--- src/rtl/collision_pkg.sv ---
// Shared types and constants for the collision scanner: tile positions, scan FSM states and
// the fixed probe slots used by the game top level.
package collision_pkg;

    localparam int unsigned POS_W_DEFAULT = 8;

    // Tile position as laid out on the bus: xxxx_yyyy.
    typedef struct packed {
        logic [3:0] x;
        logic [3:0] y;
    } tile_pos_t;

    typedef enum logic [1:0] {
        StIdle,
        StScan,
        StReport
    } scan_state_e;

    localparam int unsigned PROBE_PLAYER = 0;
    localparam int unsigned PROBE_SWORD  = 1;
    localparam int unsigned PROBE_SHEEP  = 2;

endpackage

--- src/rtl/collision_probe_cmp.sv ---
// Compares a single probe tile against the segment currently being scanned.
module collision_probe_cmp
    import collision_pkg::*;
#(
    parameter int unsigned POS_W = POS_W_DEFAULT
) (
    input  logic [POS_W-1:0] probe_pos,
    input  logic             probe_en,
    input  logic [POS_W-1:0] seg_pos,
    input  logic             seg_en,
    output logic             hit
);

    assign hit = probe_en & seg_en & (probe_pos == seg_pos);

endmodule

--- src/rtl/collision_scanner.sv ---
// Serial probe-vs-dragon-segment collision scanner: one segment per clock, all probes in parallel.
// Optional rise-pulse cooldown enabled by defining COLLISION_SCANNER_COOLDOWN_EN.
module collision_scanner
    import collision_pkg::*;
#(
    parameter int unsigned NUM_PROBES      = 3,
    parameter int unsigned NUM_SEGMENTS    = 7,
    parameter int unsigned POS_W           = POS_W_DEFAULT,
    parameter int unsigned IDX_W           = 3
`ifdef COLLISION_SCANNER_COOLDOWN_EN
    ,
    parameter int unsigned COOLDOWN_FRAMES = 30
`endif
) (
    input  logic                          clk,
    input  logic                          rst_n,
    input  logic                          start,
    input  logic [NUM_PROBES*POS_W-1:0]   probe_pos,
    input  logic [NUM_PROBES-1:0]         probe_en,
    input  logic [NUM_SEGMENTS*POS_W-1:0] seg_pos,
    input  logic [NUM_SEGMENTS-1:0]       seg_en,
    output logic                          busy,
    output logic                          done,
    output logic [NUM_PROBES-1:0]         hit_level,
    output logic [NUM_PROBES-1:0]         hit_rise,
    output logic [NUM_PROBES*IDX_W-1:0]   hit_idx,
    output logic                          overrun
);

    localparam logic [IDX_W-1:0] LastIdx = IDX_W'(NUM_SEGMENTS - 1);

    scan_state_e state_q, state_d;

    logic [NUM_PROBES*POS_W-1:0]   probe_pos_q;
    logic [NUM_PROBES-1:0]         probe_en_q;
    logic [NUM_SEGMENTS*POS_W-1:0] seg_pos_q;
    logic [NUM_SEGMENTS-1:0]       seg_en_q;
    logic [IDX_W-1:0]              idx_q;
    logic [NUM_PROBES-1:0]         acc_q;
    logic [NUM_PROBES*IDX_W-1:0]   idx_acc_q;
    logic [NUM_PROBES-1:0]         hit_level_q;
    logic [NUM_PROBES-1:0]         hit_rise_q;
    logic [NUM_PROBES*IDX_W-1:0]   hit_idx_q;
    logic                          done_q;
    logic                          overrun_q;

    logic [POS_W-1:0]      cur_seg_pos;
    logic                  cur_seg_en;
    logic [NUM_PROBES-1:0] hit;
    logic [NUM_PROBES-1:0] rise_commit;

    assign cur_seg_pos = seg_pos_q[idx_q*POS_W +: POS_W];
    assign cur_seg_en  = seg_en_q[idx_q];

    for (genvar p = 0; p < NUM_PROBES; p++) begin : g_probe
        collision_probe_cmp #(
            .POS_W(POS_W)
        ) u_cmp (
            .probe_pos(probe_pos_q[p*POS_W +: POS_W]),
            .probe_en (probe_en_q[p]),
            .seg_pos  (cur_seg_pos),
            .seg_en   (cur_seg_en),
            .hit      (hit[p])
        );
    end

    always_ff @(posedge clk or negedge rst_n) begin
        if (!rst_n) begin
            state_q <= StIdle;
        end else begin
            state_q <= state_d;
        end
    end

    always_comb begin
        state_d = state_q;
        unique case (state_q)
            StIdle:   if (start) state_d = StScan;
            StScan:   if (idx_q == LastIdx) state_d = StReport;
            StReport: state_d = StIdle;
            default:  state_d = StIdle;
        endcase
    end

    always_comb begin
        busy = (state_q != StIdle);
    end

`ifdef COLLISION_SCANNER_COOLDOWN_EN
    localparam int unsigned CntW = (COOLDOWN_FRAMES > 0) ? $clog2(COOLDOWN_FRAMES + 1) : 1;

    logic [NUM_PROBES-1:0][CntW-1:0] cd_cnt_q;
    logic [NUM_PROBES-1:0]           cd_active;

    always_comb begin
        cd_active = '0;
        for (int p = 0; p < NUM_PROBES; p++) cd_active[p] = (cd_cnt_q[p] != '0);
    end

    assign rise_commit = acc_q & ~hit_level_q & ~cd_active;

    // Counters only move on commit, so they count frames rather than clocks.
    always_ff @(posedge clk or negedge rst_n) begin
        if (!rst_n) begin
            cd_cnt_q <= '0;
        end else if (state_q == StReport) begin
            for (int p = 0; p < NUM_PROBES; p++) begin
                if (cd_active[p]) begin
                    cd_cnt_q[p] <= cd_cnt_q[p] - 1'b1;
                end else if (rise_commit[p]) begin
                    cd_cnt_q[p] <= CntW'(COOLDOWN_FRAMES);
                end
            end
        end
    end
`else
    assign rise_commit = acc_q & ~hit_level_q;
`endif

    always_ff @(posedge clk or negedge rst_n) begin
        if (!rst_n) begin
            probe_pos_q <= '0;
            probe_en_q  <= '0;
            seg_pos_q   <= '0;
            seg_en_q    <= '0;
            idx_q       <= '0;
            acc_q       <= '0;
            idx_acc_q   <= '0;
            hit_level_q <= '0;
            hit_rise_q  <= '0;
            hit_idx_q   <= '0;
            done_q      <= 1'b0;
            overrun_q   <= 1'b0;
        end else begin
            done_q     <= 1'b0;
            hit_rise_q <= '0;
            if (start && state_q != StIdle) overrun_q <= 1'b1;
            unique case (state_q)
                StIdle: begin
                    if (start) begin
                        probe_pos_q <= probe_pos;
                        probe_en_q  <= probe_en;
                        seg_pos_q   <= seg_pos;
                        seg_en_q    <= seg_en;
                        acc_q       <= '0;
                        idx_acc_q   <= '0;
                        idx_q       <= '0;
                    end
                end
                StScan: begin
                    acc_q <= acc_q | hit;
                    // Lowest index wins: only the first hit per probe is recorded.
                    for (int p = 0; p < NUM_PROBES; p++) begin
                        if (hit[p] && !acc_q[p]) idx_acc_q[p*IDX_W +: IDX_W] <= idx_q;
                    end
                    if (idx_q != LastIdx) idx_q <= idx_q + 1'b1;
                end
                StReport: begin
                    hit_level_q <= acc_q;
                    hit_rise_q  <= rise_commit;
                    hit_idx_q   <= idx_acc_q;
                    done_q      <= 1'b1;
                end
                default: ;
            endcase
        end
    end

    assign done      = done_q;
    assign hit_level = hit_level_q;
    assign hit_rise  = hit_rise_q;
    assign hit_idx   = hit_idx_q;
    assign overrun   = overrun_q;

endmodule

--- config.mk ---
export PLATFORM = sky130hd
export DESIGN_NAME = collision_scanner
export DESIGN_NICKNAME = d
export VERILOG_FILES = /design/src/rtl/collision_pkg.sv /design/src/rtl/collision_probe_cmp.sv /design/src/rtl/collision_scanner.sv
export SDC_FILE = /design/constraint.sdc
export NUM_CORES = 1
export LEC_CHECK = 0
export ABC_CLOCK_PERIOD_IN_PS = 4600
export CORE_ASPECT_RATIO = 0.75
export CORE_MARGIN = 2
export CORE_UTILIZATION = 45
export DETAILED_ROUTE_END_ITERATION = 10
export PLACE_DENSITY = 0.75
export SLEW_MARGIN = 20
export SYNTH_ARGS = -nofsm -noshare
export SYNTH_HDL_FRONTEND = slang
export SYNTH_SLANG_ARGS = --single-unit
--- constraint.sdc ---
create_clock -name clk -period 4.6 [get_ports clk]
set_input_delay 0.92 -clock clk [delete_from_list [all_inputs] [get_ports clk]]
set_output_delay 0.92 -clock clk [all_outputs]
set_load 0.1 [all_outputs]
==> flow_summary_export.csv <==
group,metric,value,unit
placement,place_area,6790,sq um
pwr,combPwrFrac,34.8,%
grt,overflow,0,
setup_path,crit_required,4.93,ns
yosys,synth_edf_count,0,
pwr,peakVddDrop,375,uV
routing,drt-total-wl,13.6,mm
yosys,ys_async_sr_fraction,100,%
routing,drt_pass1_iterations,5,
final_layout,syn_to_final_growth,32.4,%
routing,drc,0,
placement,place_ws,1.62,ns
timing,clock.fmax,0.329,GHz
yosys,ys_seq_area_share,55.5,%
final_layout,fill_cells,985,
placement,dp.cells,838,
setup_path,cp_common_cell,"mux2i_1",
yosys,synth_cells,587,
clock_tree,h-tree-depth,4,
setup_path,slowest_delay,0.73,ns
grt,grt_max_degree,59,
yosys,ys_warn_count,0,
grt,grt_pass1_vias,4587,
final_layout,instances_no_fill,869,
grt,grt_pass1_wl,22.5,mm
pwr,p_total,4870,uW
setup_path,cp_slowest_cell,"dfrtp_1",
timing,finalWorstSetupSlack,1.56,ns
clock_tree,ctsRootBufferMaster,"clkbuf_16",
final_layout,fin_nets,786,
placement,place.gp.congestion,0.843,
setup_path,path_max_fanout,20,
final_layout,design_area,7410,sq um
clock_tree,cts_sinks,124,
floorplan,die_h,101,um
pwr,power_density,657,nW/um^2
pwr,p_switching,1800,uW
yosys,syn_nets,682,
timing,slew_viol_final,0,
floorplan,rows,35,
timing,tns,0,ns
yosys,synth_area_per_cell,9.53,sq um
timing,maxSlewHeadroom,35.2,%
floorplan,initial_core_util,45.8,%
yosys,netlist_area,5590,sq um
pwr,p_seq_share,37.2,%
timing,hold_violations,0,
worst_hold_path,hold_class,"flip-flop to flip-flop",
pwr,p_int,3060,uW
setup_path,path_cells,"buf_4 -> mux2i_1 -> a22oi_1 -> and3b_1 -> nor4b_1 -> nand4_1 -> nor3_4 -> mux2i_1",
final_layout,final_layout_size_suffix_gt1_share,8.68,%
routing,vias,4348,
job,drv_cap,0,
yosys,ys.flop_type,"dfrtp_1",
routing,avgRoutedWirePerCell,15.6,um
clock_tree,clock_latency,0.42,ns
timing,rsz0062_at_grt,"false",
pwr,swShare,37.0,%
status,status,"complete, no violations",
placement,io_buffers,110,
setup_path,worst_setup_path_end_kind,"flip-flop",
yosys,ys_ff_latch,124,
grt,antenna_found_initial,0,
timing,tightest_slew,0.968,ns
final_layout,num_antenna_cells,0,
routing,ant_nets,0,
grt,grt_usage,21.9,%
pwr,power_frac_clock,28.0,%
clock_tree,clockBufferDepth,2,
final_layout,ff_latch_area,3100,sq um
setup_path,start_kind,"flip-flop",
clock_tree,clk_pin_slew,0.05,ns
setup_path,arrival,3.37,ns
yosys,ys_types,44,
pwr,p_leak,0.00362,uW
floorplan,dieArea,13300,sq um
setup_path,crit_type,"flip-flop to flip-flop",
clock_tree,cts_resized,0,
routing,via_per_inst,5.00,
clock_tree,cts_setup_buffers,0,
timing,finalSetupViolCount,0,
timing,period_share,66.1,%
clock_tree,tritoncts,"done",
timing,min_period,3.04,ns
final_layout,multi_input_area,2290,sq um
floorplan,die_w,133,um
floorplan,core_area,12200,sq um
clock_tree,hold_buffers,0,
timing,fin_worst_skew,0.00819,ns
routing,drt_iter0_markers,277,
floorplan,io_pins,111,
clock_tree,numCtsBuffers,17,
placement,dpl.hpwl,9.53,mm
## routing by layer
| metal | part of all wire [%] | GRT usage, % | vias up |
|---|---|---|---|
| li1 | - | - | 2090 |
| met2 | 44 | 33.1 | 154 |
| met3 | 6.4 | 6.23 | 21 |
| met4 | 1.7 | 8.19 | 0 |
| met1 | 48 | 30.3 | 2083 |
| met5 | 0 | 0 | - |
## area by class of cell
type	count	area share (%)
clock buffer	26	7.28
tap	166	2.80
multi-input combinational	420	30.9
inverter	12	0.608
timing repair buffer	116	15.4
sequential	124	41.9
clock inverter	5	1.05
## cell usage in the layout, fill, tap and decap left out, types with 5 or more instances in the layout
master           instances
clkbuf_16               17
o21ai_0                 11
xor2_1                  20
clkdlybuf4s50_1        109
mux2_2                  12
o221ai_1                 6
dfrtp_1                124
a22oi_1                  6
nand2_1                278
inv_1                   12
mux2i_1                 33
buf_4                    7
nand3_1                  5
clkbuf_8                 8
## power groups by stage
stage               registers, uW  clock network [uW]  logic, uW
global placement             1800                   0       1600
floorplan                    1700                   0       1320
finish                       1810                1360       1690
global route                 1850                1430       1880
detailed placement           1810                   0       1670
CTS                          1800                1380       1700
## worst max-delay path: cells and delay by family (launching register included)
family                 cells  cell delay, ns
and+or+nand+nor            4            1.11
DFF                        1            0.73
muxes                      2            0.53
buffers and inverters      1            0.43
AOI/OAI and AO/OA          1            0.16
## final timing paths
check                                  start              to  slack (ns)  depth (start not counted)
min in group asynchronous              rst_n   seg_pos_q[40]        0.57                          1
max in group asynchronous              rst_n  probe_pos_q[7]        3.09                          2
worst min-delay path            hit_level[2]     hit_rise[2]        0.45                          1
worst min register to register  hit_level[2]     hit_rise[2]        0.45                          1
worst max-delay path                idx_q[0]    idx_acc_q[6]        1.56                          8
worst max register to register      idx_q[0]    idx_acc_q[6]        1.56                          8
## Yosys cell counts, types with 2 or more instances
cell type	count	area, sq um
nand2_1	279	1050
dfrtp_1	124	3100
mux2i_1	33	330
clkbuf_1	23	86.3
xor2_1	20	175
inv_1	12	45.0
mux2_2	12	135
o21ai_0	11	55.1
a22oi_1	6	45.0
o221ai_1	6	52.6
nand3_1	5	25.0
buf_2	4	20.0
a21o_1	3	22.5
buf_6	3	33.8
nand4_1	3	18.8
nor2_1	3	11.3
nor3_1	3	15.0
nor3b_1	3	22.5
xnor2_1	3	26.3
and2_1	2	12.5
ha_1	2	25.0
nand2b_1	2	12.5
nand3b_1	2	15.0
nor2b_1	2	12.5
nor4_4	2	42.5
## cells by family after synthesis
family                     count (synthesis)  share of synthesized area, %
adders and majority gates                  2                         0.447
muxes                                     47                          8.97
and+or+nand+nor                          315                          23.6
buffers and inverters                     43                          3.67
DFF                                      124                          55.5
AOI/OAI and AO/OA                         33                          4.29
xor gates and xnor gates                  23                          3.60
## registers in the layout, summed over array words and instances (netlist names)
register     count
done             1
seg_pos_q       56
hit_level        3
probe_pos_q     24
acc_q            3
idx_acc_q        9
idx_q            3
hit_rise         3
hit_idx          9
probe_en_q       3
seg_en_q         7
overrun          1
state_q          2
## metrics by stage
step | hold WS, ns | utilization, %
after CTS | 0.455 | 60.6
after global placement | 0.439 | 55.6
final | 0.454 | 60.6
after global routing | 0.482 | 60.6
after floorplan | 0.440 | -
after detailed placement | 0.444 | 55.6
(Power assumes the default switching activity.)
